### src/rtl/d_sram_like_bridge_pkg.sv
// Shared cpu package: data-bridge FSM state encodings and sram-like size codes.
package d_sram_like_bridge_pkg;

  typedef enum logic [1:0] {
    ST_IDLE = 2'd0,
    ST_ADDR = 2'd1,
    ST_DATA = 2'd2,
    ST_HOLD = 2'd3
  } dbridgeState_t;

  localparam logic [1:0] SIZE_BYTE = 2'd0;
  localparam logic [1:0] SIZE_HALF = 2'd1;
  localparam logic [1:0] SIZE_WORD = 2'd2;

endpackage

### src/rtl/d_sram_like_bridge_size_dec.sv
// Byte-enable to sram-like size decode. Sub-word sizes only with DBRIDGE_SUBWORD_EN;
// otherwise every access is a word access for a word-only slave.
module dbridge_size_dec
  import d_sram_like_bridge_pkg::*;
(
  input  logic [3:0] wen,
  output logic       isWrite,
  output logic [1:0] size
);

  assign isWrite = |wen;

`ifdef DBRIDGE_SUBWORD_EN
  always_comb begin
    size = SIZE_WORD;
    if (isWrite) begin
      case (wen)
        4'b0001, 4'b0010, 4'b0100, 4'b1000: size = SIZE_BYTE;
        4'b0011, 4'b1100:                   size = SIZE_HALF;
        default:                            size = SIZE_WORD;
      endcase
    end
  end
`else
  assign size = SIZE_WORD;
`endif

endmodule

### src/rtl/d_sram_like_bridge.sv
// Core data-sram port to sram-like bus bridge, one outstanding access at a time.
// Optional DBRIDGE_SUBWORD_EN enables byte/half writes with unaligned addresses.
module d_sram_like_bridge
  import d_sram_like_bridge_pkg::*;
(
  input  logic        clk,
  input  logic        rst,
  input  logic        data_sram_en,
  input  logic [3:0]  data_sram_wen,
  input  logic [31:0] data_sram_addr,
  input  logic [31:0] data_sram_wdata,
  output logic [31:0] data_sram_rdata,
  output logic        d_stall,
  input  logic        longest_stall,
  output logic        data_req,
  output logic        data_wr,
  output logic [1:0]  data_size,
  output logic [31:0] data_addr,
  output logic [31:0] data_wdata,
  input  logic        data_addr_ok,
  input  logic        data_data_ok,
  input  logic [31:0] data_rdata
);

  dbridgeState_t stateReg, stateNext;
  logic [31:0]   rdataBuf;
  logic          captureEn;
  logic          reqRaw;
  logic          stallRaw;
  logic          isWrite;
  logic [1:0]    decSize;
  logic [1:0]    addrLowMask;

  dbridge_size_dec uSizeDec (
    .wen     (data_sram_wen),
    .isWrite (isWrite),
    .size    (decSize)
  );

  always_ff @(posedge clk or posedge rst) begin
    if (rst) begin
      stateReg <= ST_IDLE;
      rdataBuf <= 32'd0;
    end else begin
      stateReg <= stateNext;
      if (captureEn) rdataBuf <= data_rdata;
    end
  end

  always_comb begin
    stateNext = stateReg;
    captureEn = 1'b0;
    reqRaw    = 1'b0;
    stallRaw  = 1'b0;
    case (stateReg)
      ST_IDLE, ST_ADDR: begin
        if (stateReg == ST_ADDR || data_sram_en) begin
          reqRaw   = 1'b1;
          stallRaw = 1'b1;
          // A combined addr_ok/data_ok skips DATA and completes immediately.
          if (data_addr_ok && data_data_ok) begin
            captureEn = 1'b1;
            stateNext = ST_HOLD;
          end else if (data_addr_ok) begin
            stateNext = ST_DATA;
          end else begin
            stateNext = ST_ADDR;
          end
        end
      end
      ST_DATA: begin
        stallRaw = ~data_data_ok;
        if (data_data_ok) begin
          captureEn = 1'b1;
          stateNext = ST_HOLD;
        end
      end
      ST_HOLD: begin
        if (!longest_stall) stateNext = ST_IDLE;
      end
      default: stateNext = ST_IDLE;
    endcase
  end

`ifdef DBRIDGE_SUBWORD_EN
  assign addrLowMask = isWrite ? 2'b11 : 2'b00;
`else
  assign addrLowMask = 2'b00;
`endif

  assign data_req        = reqRaw & ~rst;
  assign d_stall         = stallRaw & ~rst;
  assign data_wr         = isWrite;
  assign data_size       = decSize;
  assign data_addr       = {data_sram_addr[31:2], data_sram_addr[1:0] & addrLowMask};
  assign data_wdata      = data_sram_wdata;
  // Forward the bus data in its acknowledge cycle so the core need not wait a cycle.
  assign data_sram_rdata = rst ? 32'd0 : (captureEn ? data_rdata : rdataBuf);

endmodule

### config.mk
export PLATFORM = sky130hd
export DESIGN_NAME = d_sram_like_bridge
export DESIGN_NICKNAME = d
export VERILOG_FILES = /design/src/rtl/d_sram_like_bridge_pkg.sv /design/src/rtl/d_sram_like_bridge_size_dec.sv /design/src/rtl/d_sram_like_bridge.sv
export SDC_FILE = /design/constraint.sdc
export NUM_CORES = 1
export LEC_CHECK = 0
export ABC_CLOCK_PERIOD_IN_PS = 3750
export BUFFER_PORTS_ARGS = -buffer_cell sky130_fd_sc_hd__buf_2
export CORE_AREA = 2 2 80 82
export CTS_CLUSTER_DIAMETER = 120
export DETAILED_ROUTE_END_ITERATION = 10
export DIE_AREA = 0 0 82 84
export PLACE_DENSITY_LB_ADDON = 0.25
export SYNTH_ARGS = -nofsm -noshare
export SYNTH_HDL_FRONTEND = slang
export SYNTH_HIERARCHICAL = 1
export SYNTH_SLANG_ARGS = --single-unit
### constraint.sdc
create_clock -name clk -period 3.75 [get_ports clk]
set_input_delay 0.5625 -clock clk [delete_from_list [all_inputs] [get_ports clk]]
set_output_delay 0.5625 -clock clk [all_outputs]
set_load 0.02 [all_outputs]
==> results_dict.tcl <==
set metrics [dict create \
    outcome "finished, final reports clean" \
    wl_per_cell_um 13.4 \
    yosysUniqueCellTypes 21 \
    syn_inst 263 \
    drc 0 \
    crit_slowest_cell "o211a_2" \
    fmax_mhz 334 \
    min_period_ns 2.99 \
    synth-edff-count 0 \
    overflow 0 \
    synth_area_leader_cell "dfrtp_1" \
    dieArea_mm2 0.00689 \
    path_max_fanout 32 \
    r2r_start "stateReg[0]" \
    synthArstFlopShare_pct 100 \
    antenna_found_initial 0 \
    via_per_inst 4.70 \
    final_max_slew_viol_count 0 \
    ios 207 \
    fp.dieW_um 82 \
    synth_top_cell_area_share_pct 33.7 \
    drtIter0Drc 41 \
    clk_pin_slew_worst_paths_ns 0.07 \
    dp_cells 337 \
    drtPass1Iterations 3 \
    cts-buffers-inserted 5 \
    total_power_w 0.00186 \
    endpoint_kind "primary output" \
    die_y_um 84 \
    reg2reg_slack_ns 1.68 \
    grt_pass1_vias 1620 \
    worstSkewPairLatency_ns 0.27 \
    drive_gt1_share_pct 41.4 \
    avgSynthCellArea_um2 9.60 \
    root_buffer "clkbuf_8" \
    start_util_pct 41.4 \
    hpwl_mm 3.27 \
    vias 1622 \
    slew_headroom_pct 24.8 \
    grt_first_pass_wirelength_mm 7.26 \
    cts_hold_buf 0 \
    grtUsageTotal_pct 13.6 \
    cp-start-kind "flip-flop" \
    yosysSeqAreaShare_pct 33.7 \
    critPathKind "flip-flop to primary output" \
    cp_top_family "compound AO/OA/AOI/OAI gates" \
    drv_cap 0 \
    synth_top_cells_by_count "buf_4 (66), nand2_1 (65), dfrtp_1 (34)" \
    finalNonFillerCells 345 \
    num-fill-cells 624 \
    place.gp.congestion 0.723 \
    fin_util_pct 41.3 \
    r2r-end "rdataBuf[4]" \
    postCtsSetupBuffers 0 \
    fin_crit_sh_pct 79.8 \
    crit_path_max_incr_delay_ns 0.96 \
    cts_tree "built" \
    critPathBufInv 1 \
    rsz0062_at_grt "no" \
    nets 373 \
    p_leak_nw 1.25 \
    crit_arrival_ns 2.43 \
    rows 29 \
    hold_viol 0 \
    required_ns 3.19 \
    synth_most_common_cell "buf_4" \
    synthTopCellsByArea "dfrtp_1 (34%), buf_4 (20%), mux2i_1 (13%)" \
    synth_top_flop_cell "dfrtp_1" \
    area_growth_pct -0.298 \
    ant_nets 0 \
    finalSetupViolCount 0 \
    hold_path.class "primary input to asynchronous set/reset pin" \
    io_buffers 76 \
    num_antenna_cells 0 \
    worst_pin_slew_ns 1.13 \
    coreArea_mm2 0.00610 \
    cts.sinks 34 \
    drt-total-wl_mm 4.62 \
    vdd_drop_max_v 0.000360 \
    netlist_area_mm2 0.00252 \
    finClkSkew_ns 0.00434 \
    cts_resized 0 \
    ys_warn_count 6 \
    cts_buffer_depth 2 \
    tns_ns 0 \
    grt_max_degree 99 \
    powerDensity_mw_per_mm2 737 \
    h-tree-depth 2 \
    path_cells "nand2_1 > o211a_2 > mux2i_1 > buf_2" \
    r2r_cells 3 \
    ys_seq_elements 34 \
]
[final cells by class]
type | instances | area, um2 | area share [%]
multi-input cells | 148 | 1060 | 41.9
flip-flops and latches | 34 | 851 | 33.8
repair buffers | 77 | 400 | 15.9
clock buffers | 8 | 110 | 4.37
well taps | 77 | 96.3 | 3.83
inverters | 1 | 3.75 | 0.149
[layout by cell type (no fill, tap or decap), drive strengths merged]
cell	n
dfrtp	34
mux2	33
o21a	1
clkbuf	8
conb	4
inv	1
buf	77
a21oi	1
or3b	1
or4	1
nor2	6
a211oi	1
o211ai	1
o21bai	1
mux2i	32
o211a	1
nand2	65
[registers in the layout (all words and copies together), names as in the netlist]
register / cells
rdataBuf: 32
stateReg: 2
[how the worst max path moves through the flow]
stage	from	to	slack (ns)	cells after the start
3_3_place_gp	data_sram_en	data_sram_rdata[14]	0.91	5
4_1_cts	stateReg[1]	data_sram_rdata[14]	0.69	4
3_5_place_dp	data_sram_en	data_sram_rdata[14]	0.89	5
2_1_floorplan	rst	data_sram_rdata[21]	0.70	5
6_report	stateReg[1]	data_sram_rdata[14]	0.76	4
5_1_grt	stateReg[1]	data_sram_rdata[25]	0.58	4
[stage by stage]
step | hold WS [ns] | setup slack (ns) | cell area, um2
floorplan | 0.464 | 0.696 | 2530
global placement | 0.475 | 0.906 | 2410
detailed placement | 0.481 | 0.887 | 2410
CTS | 0.390 | 0.690 | 2520
global route | 0.416 | 0.583 | 2520
finish | 0.386 | 0.756 | 2520
[worst min-delay path, delay by kind of cell]
family,cells,cell delay [ns]
buf+inv,3,0.52
[cells by family (layout without fill, tap and decap cells)]
group / Yosys count / count (layout) / share of synthesized area [%]
DFF: 34 / 34 / 33.7
other: 3 / 4 / 0.446
and+or+nand+nor: 73 / 73 / 11.2
muxes: 65 / 65 / 27.4
AOI/OAI and AO/OA: 6 / 6 / 2.63
buffers and inverters: 82 / 86 / 24.6
[per-layer routing]
metal  global-route usage (%)  part of all wire, %  vias up
li1                         -                    -      790
met1                     13.7                   38      726
met2                     22.2                   47       92
met3                     9.20                   14       14
met4                     4.55                  1.2        0
met5                        0                    0        -
[report_power, final]
group	leakage [nW]	switching, W	internal [W]
Clock	0.0575	0.000129	0.000185
Combinational	0.791	0.000476	0.000412
Sequential	0.398	0.0000985	0.000555
Total	1.25	0.000703	0.00115
(Power assumes the default switching activity.)
